`src/rtl/uart_tx_buffered_if.sv`:
```
// Byte handshake into the buffered UART transmitter plus its line and status outputs.
interface uart_tx_buffered_if #(
    parameter int FIFO_DEPTH = 8
);
    localparam int CW = $clog2(FIFO_DEPTH) + 1;

    logic [7:0]    data_i;
    logic          valid_i;
    logic          ready_o;
    logic          txd_o;
    logic          busy_o;
    logic [CW-1:0] count_o;

    modport master (
        output data_i,
        output valid_i,
        input  ready_o,
        input  txd_o,
        input  busy_o,
        input  count_o
    );

    modport slave (
        input  data_i,
        input  valid_i,
        output ready_o,
        output txd_o,
        output busy_o,
        output count_o
    );
endinterface

```
`src/rtl/uart_tx_buffered.sv`:
```
// Buffered 8N1 UART transmitter: FIFO-fed, LSB-first, 2 cycles from accept to start bit when idle.
// Backpressure: ready drops only while the FIFO holds FIFO_DEPTH bytes; queued frames go out back-to-back.
module uart_tx_buffered #(
    parameter int CLKS_PER_BIT = 104,
    parameter int FIFO_DEPTH   = 8,
    parameter int STOP_BITS    = 1
) (
    input  logic              clk_i,
    input  logic              rst_ni,
    uart_tx_buffered_if.slave bus
);
    localparam int AW        = $clog2(FIFO_DEPTH);
    localparam int CW        = AW + 1;
    localparam int STOP_CLKS = STOP_BITS * CLKS_PER_BIT;
    localparam int TW        = $clog2(STOP_CLKS);

    localparam logic [TW-1:0] BIT_LAST  = TW'(CLKS_PER_BIT - 1);
    localparam logic [TW-1:0] STOP_LAST = TW'(STOP_CLKS - 1);
    localparam logic [CW-1:0] FULL      = CW'(FIFO_DEPTH);

    localparam logic [1:0] S_IDLE  = 2'd0;
    localparam logic [1:0] S_START = 2'd1;
    localparam logic [1:0] S_DATA  = 2'd2;
    localparam logic [1:0] S_STOP  = 2'd3;

    logic [7:0]    mem [FIFO_DEPTH];
    logic [AW-1:0] wr_ptr;
    logic [AW-1:0] rd_ptr;
    logic [CW-1:0] count;
    logic          push;
    logic          pop;
    logic          has_data;

    logic [1:0]    state;
    logic [TW-1:0] timer;
    logic [2:0]    bit_idx;
    logic [7:0]    shift;
    logic          line_val;
    logic          txd;
    logic          line_active;

    assign has_data    = (count != '0);
    assign bus.ready_o = (count != FULL);
    assign push        = bus.valid_i && bus.ready_o;

    always_ff @(posedge clk_i) begin
        if (push) begin
            mem[wr_ptr] <= bus.data_i;
        end
    end

    always_ff @(posedge clk_i or negedge rst_ni) begin
        if (!rst_ni) begin
            wr_ptr <= '0;
            rd_ptr <= '0;
            count  <= '0;
        end else begin
            if (push) begin
                wr_ptr <= wr_ptr + 1'b1;
            end
            if (pop) begin
                rd_ptr <= rd_ptr + 1'b1;
            end
            case ({push, pop})
                2'b10:   count <= count + 1'b1;
                2'b01:   count <= count - 1'b1;
                default: count <= count;
            endcase
        end
    end

    // A byte pushed during the final stop cycle is not visible yet, so that case falls back to IDLE.
    always_comb begin
        pop = 1'b0;
        if (has_data && (state == S_IDLE)) begin
            pop = 1'b1;
        end
        if (has_data && (state == S_STOP) && (timer == STOP_LAST)) begin
            pop = 1'b1;
        end
    end

    always_comb begin
        case (state)
            S_START: line_val = 1'b0;
            S_DATA:  line_val = shift[bit_idx];
            default: line_val = 1'b1;
        endcase
    end

    always_ff @(posedge clk_i or negedge rst_ni) begin
        if (!rst_ni) begin
            state       <= S_IDLE;
            timer       <= '0;
            bit_idx     <= '0;
            shift       <= '0;
            txd         <= 1'b1;
            line_active <= 1'b0;
        end else begin
            txd         <= line_val;
            line_active <= (state != S_IDLE);
            case (state)
                S_IDLE: begin
                    if (pop) begin
                        shift <= mem[rd_ptr];
                        timer <= '0;
                        state <= S_START;
                    end
                end
                S_START: begin
                    if (timer == BIT_LAST) begin
                        timer   <= '0;
                        bit_idx <= '0;
                        state   <= S_DATA;
                    end else begin
                        timer <= timer + 1'b1;
                    end
                end
                S_DATA: begin
                    if (timer == BIT_LAST) begin
                        timer <= '0;
                        if (bit_idx == 3'd7) begin
                            state <= S_STOP;
                        end else begin
                            bit_idx <= bit_idx + 1'b1;
                        end
                    end else begin
                        timer <= timer + 1'b1;
                    end
                end
                S_STOP: begin
                    if (timer == STOP_LAST) begin
                        timer <= '0;
                        if (pop) begin
                            shift <= mem[rd_ptr];
                            state <= S_START;
                        end else begin
                            state <= S_IDLE;
                        end
                    end else begin
                        timer <= timer + 1'b1;
                    end
                end
                default: state <= S_IDLE;
            endcase
        end
    end

    // line_active covers the last stop cycle, which leaves the txd register after the FSM is back in IDLE.
    assign bus.txd_o   = txd;
    assign bus.busy_o  = line_active || (state != S_IDLE) || has_data;
    assign bus.count_o = count;
endmodule
```
`src/flat_wrapper.sv`:
```
// flat-port wrapper written by rule: the top's interface ports become plain ports
module uart_tx_buffered_flat 
#(
    parameter int CLKS_PER_BIT = 104,
    parameter int FIFO_DEPTH   = 8,
    parameter int STOP_BITS    = 1
)
  (clk_i, rst_ni, bus_data_i, bus_valid_i, bus_ready_o, bus_txd_o, bus_busy_o, bus_count_o);
  uart_tx_buffered_if #(.FIFO_DEPTH(FIFO_DEPTH)) bus_i ();
  input  logic clk_i;
  input  logic rst_ni;
  input wire logic [$bits(bus_i.data_i)-1:0] bus_data_i;
  input wire logic [$bits(bus_i.valid_i)-1:0] bus_valid_i;
  output wire logic [$bits(bus_i.ready_o)-1:0] bus_ready_o;
  output wire logic [$bits(bus_i.txd_o)-1:0] bus_txd_o;
  output wire logic [$bits(bus_i.busy_o)-1:0] bus_busy_o;
  output wire logic [$bits(bus_i.count_o)-1:0] bus_count_o;
  assign bus_i.data_i = bus_data_i;
  assign bus_i.valid_i = bus_valid_i;
  assign bus_ready_o = bus_i.ready_o;
  assign bus_txd_o = bus_i.txd_o;
  assign bus_busy_o = bus_i.busy_o;
  assign bus_count_o = bus_i.count_o;
  uart_tx_buffered #(.CLKS_PER_BIT(CLKS_PER_BIT), .FIFO_DEPTH(FIFO_DEPTH), .STOP_BITS(STOP_BITS)) u_core (.clk_i(clk_i), .rst_ni(rst_ni), .bus(bus_i));
endmodule
```
`config.mk`:
```
export PLATFORM = sky130hd
export DESIGN_NAME = uart_tx_buffered_flat
export DESIGN_NICKNAME = d
export VERILOG_FILES = /design/src/rtl/uart_tx_buffered_if.sv /design/src/rtl/uart_tx_buffered.sv /design/src/flat_wrapper.sv
export SDC_FILE = /design/constraint.sdc
export NUM_CORES = 1
export LEC_CHECK = 0
export BUFFER_PORTS_ARGS = -buffer_cell sky130_fd_sc_hd__buf_2
export CAP_MARGIN = 20
export CORE_UTILIZATION = 55
export DETAILED_ROUTE_END_ITERATION = 16
export GPL_ROUTABILITY_DRIVEN = 0
export PLACE_DENSITY = 0.75
export SETUP_SLACK_MARGIN = 0.1
export SLEW_MARGIN = 30
export SYNTH_ARGS = -nofsm -noshare
export SYNTH_HDL_FRONTEND = slang
export SYNTH_SLANG_ARGS = --single-unit
export TNS_END_PERCENT = 5
```
`constraint.sdc`:
```
create_clock -name clk_i -period 2.3 [get_ports clk_i]
set_input_delay 0.23 -clock clk_i [delete_from_list [all_inputs] [get_ports clk_i]]
set_output_delay 0.23 -clock clk_i [all_outputs]
set_load 0.005 [all_outputs]
```
==> results of run 1 <==
==> cell families (layout without fill, tap and decap cells) <==
group	Yosys count	in the layout	share of synthesized area [%]
xor gates and xnor gates	11	11	2.263
buffers and inverters	17	67	2.293
DFF	96	96	63.99
and+or+nand+nor	52	52	7.114
AOI/OAI and AO/OA	25	25	4.086
adders and majority gates	13	13	3.821
muxes	41	41	16.43
==> per-stage QoR <==
step	power [mW]	hold WS (ns)	setup slack (ns)
global placement	4.506	0.3180	0.1528
floorplan	4.088	-0.06559	0.1049
finish	5.800	0.1199	0.1272
global route	6.148	0.1107	0.03314
detailed placement	4.606	0.3238	0.09917
CTS	5.683	0.1077	0.08700
==> worst max-delay path, delay by kind of cell, from the launching register on <==
kind	cells	cell delay, ns
adder cells (fa/ha/maj)	3	0.56
XOR/XNOR	3	0.44
AND/OR/NAND/NOR	3	0.33
flip-flops	1	0.44
AO/OA/AOI/OAI	2	0.31
==> cells in the final DEF, fill, tap and decap left out, drive strengths merged <==
master | synthesis | layout
edfxtp | 64 | 64
and3b | 2 | 2
buf | 5 | 44
xnor2 | 5 | 5
clkinvlp | 0 | 1
nor4 | 2 | 2
and3 | 2 | 2
inv | 6 | 9
dlygate4sd3 | 0 | 1
nand3 | 13 | 13
and2 | 1 | 1
a31oi | 1 | 1
a22oi | 1 | 1
nor3b | 2 | 2
a2bb2oi | 1 | 1
a21oi | 4 | 4
o311a | 1 | 1
nand2b | 5 | 5
nor3 | 5 | 5
ha | 13 | 13
mux2 | 21 | 21
nor2 | 8 | 8
mux2i | 2 | 2
a311o | 1 | 1
o21ai | 10 | 10
nand3b | 2 | 2
nand2 | 7 | 7
a32oi | 1 | 1
a22o | 3 | 3
a211oi | 2 | 2
mux4 | 18 | 18
dfrtp | 31 | 31
dfstp | 1 | 1
clkbuf | 6 | 9
nand4 | 1 | 1
nor4bb | 2 | 2
clkinv | 0 | 3
xor2 | 6 | 6
==> cell type report <==
cell class                      instances  area, um^2
Fill cell                             517        2469
Clock inverter                          7       72.57
Clock buffer                            9       123.9
Tap cell                               99       123.9
Inverter                                6       22.52
Timing Repair Buffer                   45       314.1
Sequential cell                        96        2730
Multi-Input combinational cell        142        1514
==> sequential cells by signal (all words and copies together), names as in the netlist <==
signal	cells
u_core.bit_idx	3
u_core.bus.count_o	4
u_core.bus.txd_o	1
u_core.line_active	1
u_core.mem	64
u_core.rd_ptr	3
u_core.shift	8
u_core.state	2
u_core.timer	7
u_core.wr_ptr	3
==> worst paths after layout <==
path | startpoint | endpoint | cells past startpoint
setup / recovery | u_core.timer[1]$_DFFE_PN0N_ | u_core.bus.count_o[2]$_DFFE_PN0P_ | 11
setup reg to reg | u_core.timer[1]$_DFFE_PN0N_ | u_core.bus.count_o[2]$_DFFE_PN0P_ | 11
hold / removal | bus_data_i[5] | u_core.mem[6][5]$_DFFE_PP_ | 1
max in group asynchronous | rst_ni | u_core.timer[3]$_DFFE_PN0N_ | 2
min in group asynchronous | rst_ni | u_core.timer[5]$_DFFE_PN0N_ | 2
hold reg to reg | u_core.shift[3]$_DFFE_PN0P_ | u_core.shift[3]$_DFFE_PN0P_ | 1
==> Yosys cell counts (2+ instances only) <==
cell type and number:
nor4bb_1 2, clkbuf_1 6, mux2_2 17, o21ai_1 6
edfxtp_1 64, a21oi_1 3, buf_6 2, mux4_1 9
nand2_1 7, nand2b_1 5, a22o_1 3, dfrtp_1 31
a211oi_1 2, nor2_1 8, inv_1 6, and3_1 2
mux2_1 3, nor3_1 5, ha_1 13, nand3b_1 2
nand3_1 13, mux4_2 9, buf_2 2, o21ai_0 4
xnor2_1 5, and3b_1 2, xor2_1 6, mux2i_1 2
==> power by group <==
group / switching (mW) / total, mW / internal, mW
logic: 0.947 / 2.13 / 1.18
clock network: 0.649 / 1.07 / 0.425
registers: 0.323 / 2.60 / 2.27
==> what timing repair did <==
action                                 in CTS  in global routing
endpoints found under the hold margin      31                  0
hold buffers                                1                  0
setup buffers                               1                 10
resized for setup                           1                 12
pin swaps                                   1                  7
setup endpoints to repair                   2                  3
==> layer usage <==
metal / vias up / GRT usage, % / share of wire, %
met3: 7 / 4.399 / 2.1
met4: 0 / 7.258 / 1.0
li1: 1085 / - / -
met1: 1176 / 25.19 / 45
met2: 23 / 32.05 / 52
met5: - / 0 / 0
==> metrics.md, run 1 <==
| Metric | Value |
|---|---|
| Design area | ~0.005 mm^2 |
| Syn nets | between 200 and 300 |
| EDFF count, synth | 64 |
| Top FF cell, synth | edfxtp_1 |
| Critical path required time | about 2.6 ns |
| Crit-path slowest cell | dfrtp_1 |
| Core Rows | 31 |
| Critical path type | register to register |
| Drt drc | 0 |
| CP peak stage delay | ~0.44 ns |
| Cell count after synthesis | about 260 |
| Reg clk slew, reported paths | 0.10 ns |
| Core area | 0.007370 mm^2 |
| GRT overflow | 0 |
| H-tree levels | 3 |
| Total of max-cap violations | 0 |
| Dpl hpwl | ~4800 um |
| Worst hold path type | input port to register |
| Port Buf Inserts | 17 |
| Status | finished, final reports clean |
| Max_slew headroom | a little over half |
| Power per cell area | 1184 mW/mm^2 |
| Drt pass-1 iters | 4 |
| Clock Latency Late Sink | 0.37 ns |
| CTS tree | built |
| Total track usage | 19.34% |
| Area grow syn2layout | 15.14% |
| ANT nets after route | 0 |
| Synth unique cells | 44 |
| Synth top area cells | edfxtp_1 (45%), dfrtp_1 (18%), mux4_1 (5.6%), mux4_2 (4.8%), mux2_2 (4.5%) |
| CTS Root Cell | clkbuf_8 |
| CTS Buf Count | 9 |
| Ratio of final minimum period to clock period | 94.47% |
| Area post-placement | about 0.0046 mm^2 |
| Post-synth top area cell | edfxtp_1 |
| First-pass GRT wire length | between 10,000 and 15,000 um |
| Slew @ Worst Pin | about 0.71 ns |
| Final Skew | about 0.012 ns |
| Reg2Reg Setup Slack | 0.13 ns |
| DIE AREA | 0.008095 mm^2 |
| Share of post-route cells with drive strength above 1 | a little over a third |
| Critical Path AT | 2.43 ns |
| Syn_area_per_cell | ~17 um^2 |
| Max frequency | approximately 460 MHz |
| Post-synth top area share | around 45% |
| Nature of the critical path endpoint | register |
| Vias per cell | ~5.7 |
| CTS max path bufs | 2 |
| Die W | roughly 90 um |
| Crit start category | register |
| Clk sinks | 96 |
| Final Max Slew Viols | 0 |
| # setup viols final | 0 |
| Setup_tns | 0 ns |
| Sequential share of the synthesized area | a little under two thirds |
| Synthesized area | ~0.0043 mm^2 |
| Initial antenna violation count | 0 |
| Final hold vios | 0 |
| Synth Warn # | 0 |
| Crit path max fanout | 4 |
| Die height | between 80 and 90 um |
| FFs w/ async S/R, synth | about a third |
| Total Wirelength | approximately 7400 um |
| Via Count | around 2,300 |
| Peak VDD IR | 0.5891 mV |
| Final Util | 66.50% |
| Placed cells | around 380 |
| Largest net degree at the start of global routing | 33 |
| Diodes inserted | 0 |
| Post-synthesis register bit count | 96 |
| Ordered cell list for the critical path | ha_4, and3_4, a31oi_4, nor2_4, ha_4, xor2_1, ha_2, a21oi_2, xor2_1, nor2_1, xor2_1 |
| Nets | 324 |
| Unrepaired setup endpoints after global routing | yes |
| Post-layout min period | between 2 and 2.5 ns |
| Vias in the first global route | roughly 2,300 |
| Leakage | 1.831 nW |
| Drt initial violations | around 110 |
| Routed len/inst | around 18 um |
| Initial Util | 57.76% |
| IO Count | 18 |
| Crit-path most repeated cell | xor2_1 |
| Fin cells | a little over 400 |
Note: power is estimated with default switching activity, not from simulation.
==> run 2, diff against run 1 <==
==> constraint.sdc (replaced) <==
create_clock -name clk_i -period 2.3 [get_ports clk_i]
set_input_delay 0.23 -clock clk_i [delete_from_list [all_inputs] [get_ports clk_i]]
set_output_delay 0.23 -clock clk_i [all_outputs]
set_load 0.01 [all_outputs]
==> metrics.md, run 2 (synthesis results as in run 1) <==
| Metric | Value |
|---|---|
| Ratio of final minimum period to clock period | ~94% |
| Clock Latency Late Sink | 0.36 ns |
| CTS Buf Count | 9 |
| Critical R2R Launch | u_core.timer[0]$_DFFE_PN0N_ |
| Met3 WL | about 180 um |
| Met1 WL | between 3000 and 4000 um |
| Critical path required time | 2.58 ns |
| Routed len/inst | between 15 and 20 um |
| Reg2reg path depth | 9 |
| DIE AREA | between 0.008 and 0.009 mm^2 |
| Hold Path Depth | 1 |
| Nature of the critical path endpoint | register |
| Share of post-route cells with drive strength above 1 | 35.60% |
| Die height | around 90 um |
| Clk sinks | 96 |
| Top reg by flops | u_core.mem |
| Reg2Reg Setup Slack | between 0.1 and 0.15 ns |
| Critical path type | register to register |
| Leakage | 1.851 nW |
| Status | finished, final reports clean |
| Setup_tns | 0 ns |
| Initial Util | between 50% and 60% |
| Overall power | 5.796 mW |
| Via Count | between 2,000 and 2,500 |
| Total of max-cap violations | 0 |
| Max frequency | about 460 MHz |
| Unrepaired setup endpoints after global routing | yes |
| ANT nets after route | 0 |
| Top layer reached by signal wires | met4 |
| Critical R2R Capture | u_core.bus.count_o[3]$_DFFE_PN0P_ |
| Dpl hpwl | approximately 4500 um |
| # setup viols final | 0 |
| Vias per cell | 5.551 |
| First-pass GRT wire length | 11,290 um |
| Peak VDD IR | slightly below 0.7 mV |
| Largest net degree at the start of global routing | 33 |
| Area grow syn2layout | 15.61% |
| Worst hold path type | input port to register |
| Final hold vios | 0 |
| CTS tree | built |
| Drt initial violations | roughly 90 |
| Diodes inserted | 0 |
| Power per cell area | 1178 mW/mm^2 |
| Routed met2 length | 3562 um |
| Max_slew headroom | a little over half |
| Reg clk slew, reported paths | about 0.10 ns |
| GRT overflow | 0 |
| Critical Path AT | roughly 2.4 ns |
| WHS Endpoint | u_core.mem[1][5]$_DFFE_PP_ |
| Nets | about 330 |
| Hold Crit Start | bus_data_i[5] |
| Core area | about 0.0074 mm^2 |
| Total Wirelength | 7000 um |
| Drt drc | 0 |
| Final Skew | about 0.011 ns |
| Die W | ~90 um |
| Total track usage | 18.66% |
| Crit path max fanout | 5 |
| Biggest regs | u_core.mem x64, u_core.shift x8, u_core.timer x7 |
| Commonest non-fill, non-tap cells in the layout | edfxtp_1 (64), buf_4 (30), dfrtp_1 (26), mux2_2 (17), buf_2 (17) |
| CTS max path bufs | 2 |
| Final Max Slew Viols | 0 |
| Crit start category | register |
| Core Rows | 31 |
| Largest register FFs | 64 |
| Drt pass-1 iters | 4 |
| Initial antenna violation count | 0 |
| Commonest non-fill, non-tap cell in the layout | edfxtp_1 |
| Post-layout min period | about 2.2 ns |
| IO Count | 18 |
| CTS Root Cell | clkbuf_8 |
| H-tree levels | 3 |
| Vias in the first global route | roughly 2,300 |
| Slew @ Worst Pin | 0.7109 ns |
| Port Buf Inserts | 17 |
-- run 2: changes by cell type in the layout (fill, tap and decap cells not counted), sizes merged --
cell,delta
buf,+4
inv,+2
clkinv,-1
clkinvlp,-1
-- run 2: worst max path at each step --
stage	from	to	slack, ns	cells past startpoint
final	u_core.timer[0]$_DFFE_PN0N_	u_core.bus.count_o[3]$_DFFE_PN0P_	0.14	9
after global routing	u_core.timer[0]$_DFFE_PN0N_	u_core.bus.count_o[3]$_DFFE_PN0P_	0.06	9
after CTS	u_core.timer[0]$_DFFE_PN0N_	u_core.bus.count_o[2]$_DFFE_PN0P_	0.12	11
after detailed placement	u_core.timer[0]$_DFFE_PN0N_	u_core.bus.count_o[2]$_DFFE_PN0P_	0.07	11
after global placement	u_core.timer[0]$_DFFE_PN0N_	u_core.bus.count_o[2]$_DFFE_PN0P_	0.14	11
after floorplan	u_core.timer[0]$_DFFE_PN0N_	u_core.bus.count_o[2]$_DFFE_PN0P_	0.07	12
-- run 2: critical path, stage by stage (launching register included) --
cell	delay (ns)
dfrtp_1	0.43
ha_4	0.19
and3_4	0.18
a31oi_4	0.18
nor2_4	0.08
ha_1	0.25
nor4bb_1	0.31
mux2i_1	0.11
a21oi_1	0.19
xor2_1	0.18
-- run 2: per-stage QoR --
stage,cell area [um^2],setup slack (ns),utilization (%),hold WS [ns],std cells
floorplan,4299,0.06728,-,-0.06559,255
global placement,4577,0.1397,62.11,0.3226,378
CTS,4792,0.1191,65.03,0.1312,397
global route,4921,0.05771,66.77,0.1205,408
finish,4921,0.1360,66.77,0.1343,408
detailed placement,4577,0.07288,62.11,0.3322,378
-- run 2: power breakdown --
part	total (mW)	switching [mW]	leakage [nW]	internal, mW
Clock	1.03	0.615	0.0961	0.418
Sequential	2.58	0.304	0.965	2.27
Combinational	2.18	0.972	0.791	1.21
Total	5.80	1.89	1.85	3.90
-- run 2: timing repair --
item | 4_1_cts | 5_1_grt
pin swaps | 0 | 8
hold endpoints to repair | 31 | 0
hold buffers | 1 | 0
buffers inserted | 2 | 11
gates resized for setup | 1 | 12
endpoints found under the setup margin | 1 | 4
-- run 2: layout make-up --
class	count	area (um^2)
tap	99	123.9
clock inverter	7	61.31
fill	509	2449
multi-input combinational	142	1519
clock buffer	9	123.9
sequential	96	2730
timing repair buffer	49	340.3
inverter	6	22.52
-- run 2: per-layer routing --
metal	track usage [%]	vias to the layer above
met1	23.72	1136
met4	7.661	0
met5	0	-
li1	-	1098
met2	31.54	22
met3	3.807	9
==> run 3, diff against run 2 <==
Settings changed: CORE_UTILIZATION 55 to 57, CTS_BUF_LIST set to sky130_fd_sc_hd__clkbuf_4, PLACE_DENSITY 0.75 to 0.77, SKIP_LAST_GASP set to 1.
==> metrics.md, run 3 (synthesis results as in run 1) <==
| Metric | Value |
|---|---|
| Status | finished, final reports clean |
| Drt initial violations | 87 |
| Clk sinks | between 90 and 100 |
| Initial antenna violation count | 0 |
| Clock share of power | around 14% |
| # setup viols final | 0 |
| Slew @ Worst Pin | around 0.73 ns |
| Overall power | around 5.5 mW |
| Total of max-cap violations | 0 |
| Biggest regs | u_core.mem x64, u_core.shift x8, u_core.timer x7 |
| Top reg by flops | u_core.mem |
| Die W | between 80 and 90 um |
| Switching Share | about a third |
| Final hold vios | 0 |
| Leakage | 1.823 nW |
| Power per cell area | between 1000 and 1500 mW/mm^2 |
| CTS tree | built |
| CTS max path bufs | 2 |
| Core area | 0.007253 mm^2 |
| Nature of the critical path endpoint | register |
| Initial Util | about 59% |
| IO Count | 18 |
| Setup_tns | 0 ns |
| Internal power | around 3.7 mW |
| Unrepaired setup endpoints after global routing | yes |
| Vias per cell | 5.725 |
| Logic gate share of total power | between 30% and 40% |
| Layout fillers | around 520 |
| Post-layout min period | between 2 and 2.5 ns |
| Share of post-route cells with drive strength above 1 | a little under two fifths |
| Final Max Slew Viols | 0 |
| Reg power frac | between 40% and 50% |
| Routed len/inst | around 18 um |
| Clock Latency Late Sink | roughly 0.42 ns |
| Max frequency | 468.5 MHz |
| Core Rows | 31 |
| Final Skew | approximately 0.017 ns |
| H-tree levels | 3 |
| First-pass GRT wire length | between 10,000 and 15,000 um |
| Largest register FFs | 64 |
| Crit start category | register |
| CTS Buf Count | 9 |
| Switch Pwr | 1.844 mW |
| Drt pass-1 iters | 4 |
| Nets | around 330 |
| Critical Path AT | between 2 and 2.5 ns |
| Area grow syn2layout | 14.11% |
| Worst hold path type | input port to register |
| Drt drc | 0 |
| Ratio of final minimum period to clock period | 92.81% |
| CTS Root Cell | clkbuf_4 |
| Critical path type | register to register |
| Peak VDD IR | 0.5443 mV |
| Commonest non-fill, non-tap cell in the layout | edfxtp_1 |
| ANT nets after route | 0 |
| Commonest non-fill, non-tap cells in the layout | edfxtp_1 (64), buf_4 (30), dfrtp_1 (27), mux2_2 (17), buf_2 (17) |
| Critical path required time | approximately 2.7 ns |
| Vias in the first global route | ~2,300 |
| Crit path max fanout | 5 |
| DIE AREA | just under 0.008 mm^2 |
| Final Util | between 60% and 70% |
| Port Buf Inserts | 17 |
| Total track usage | roughly a fifth |
| Largest net degree at the start of global routing | 33 |
| Dpl hpwl | around 4600 um |
| Die height | between 80 and 90 um |
| Max_slew headroom | approximately 51% |
| Via Count | 2,330 |
| Diodes inserted | 0 |
| GRT overflow | 0 |
| Reg clk slew, reported paths | around 0.15 ns |
| Total Wirelength | just over 7000 um |
[run 3: cell count changes in the layout (fill, tap and decap cells not counted), sizes merged]
cell / before / now
clkinv: 2 / 4
inv: 11 / 8
[run 3: layer usage]
metal / global-route usage, % / vias up / share of wire [%]
li1: - / 1091 / -
met1: 25.16 / 1184 / 43
met2: 33.08 / 37 / 52
met3: 3.358 / 18 / 2.1
met4: 9.091 / 0 / 2.5
met5: 0 / - / 0
[run 3: worst max-delay path, stage by stage, from the launching register on]
cell and delay [ns]:
dfrtp_1 0.45, ha_4 0.20, and3_4 0.18, a31oi_4 0.17
nor2_4 0.09, ha_2 0.22, nor4bb_1 0.30, mux2i_1 0.13
a21oi_1 0.18, xor2_1 0.15
[run 3: timing repair]
| item | in CTS | in global routing |
|---|---|---|
| setup buffers | 3 | 10 |
| hold endpoints to repair | 31 | 0 |
| resized for setup | 6 | 11 |
| setup endpoints to repair | 3 | 4 |
| pin swaps | 1 | 8 |
| hold buffers | 1 | 0 |
[run 3: per-stage QoR]
stage	hold WS [ns]	instances	instance area, um^2	worst slack, ns
finish	0.07230	407	4857	0.1654
global route	0.04534	407	4857	0.06238
CTS	0.05219	397	4733	0.07954
detailed placement	0.3231	378	4577	0.03347
global placement	0.3201	378	4577	0.09306
floorplan	-0.06559	255	4299	0.06728
[run 3: area by class of cell]
class / instances / area, um^2 / share of cell area [%]
Sequential cell: 96 / 2729 / 56.18
Multi-Input combinational cell: 142 / 1529 / 31.48
Timing Repair Buffer: 49 / 340.3 / 7.007
Tap cell: 99 / 123.9 / 2.550
Clock buffer: 9 / 67.56 / 1.391
Clock inverter: 6 / 45.04 / 0.9274
Inverter: 6 / 22.52 / 0.4637
[run 3: worst paths after layout]
kind                                        startpoint                                 to  slack [ns]  cells after the start
max                        u_core.timer[1]$_DFFE_PN0N_  u_core.bus.count_o[3]$_DFFE_PN0P_        0.17                      9
min                                      bus_data_i[5]         u_core.mem[4][5]$_DFFE_PP_        0.07                      1
max reg2reg                u_core.timer[1]$_DFFE_PN0N_  u_core.bus.count_o[3]$_DFFE_PN0P_        0.17                      9
min reg2reg                u_core.shift[4]$_DFFE_PN0P_        u_core.shift[4]$_DFFE_PN0P_        0.52                      1
max in group asynchronous                       rst_ni  u_core.bus.count_o[3]$_DFFE_PN0P_        1.40                      2
min in group asynchronous                       rst_ni        u_core.shift[0]$_DFFE_PN0P_        0.39                      2
[run 3: power groups by stage]
stage,registers (mW),clock network [mW],logic [mW]
after global routing,2.64,0.868,2.40
after CTS,2.57,0.795,2.05
after global placement,2.60,0,1.94
final,2.59,0.768,2.20
after detailed placement,2.63,0,1.97
after floorplan,2.52,0,1.58
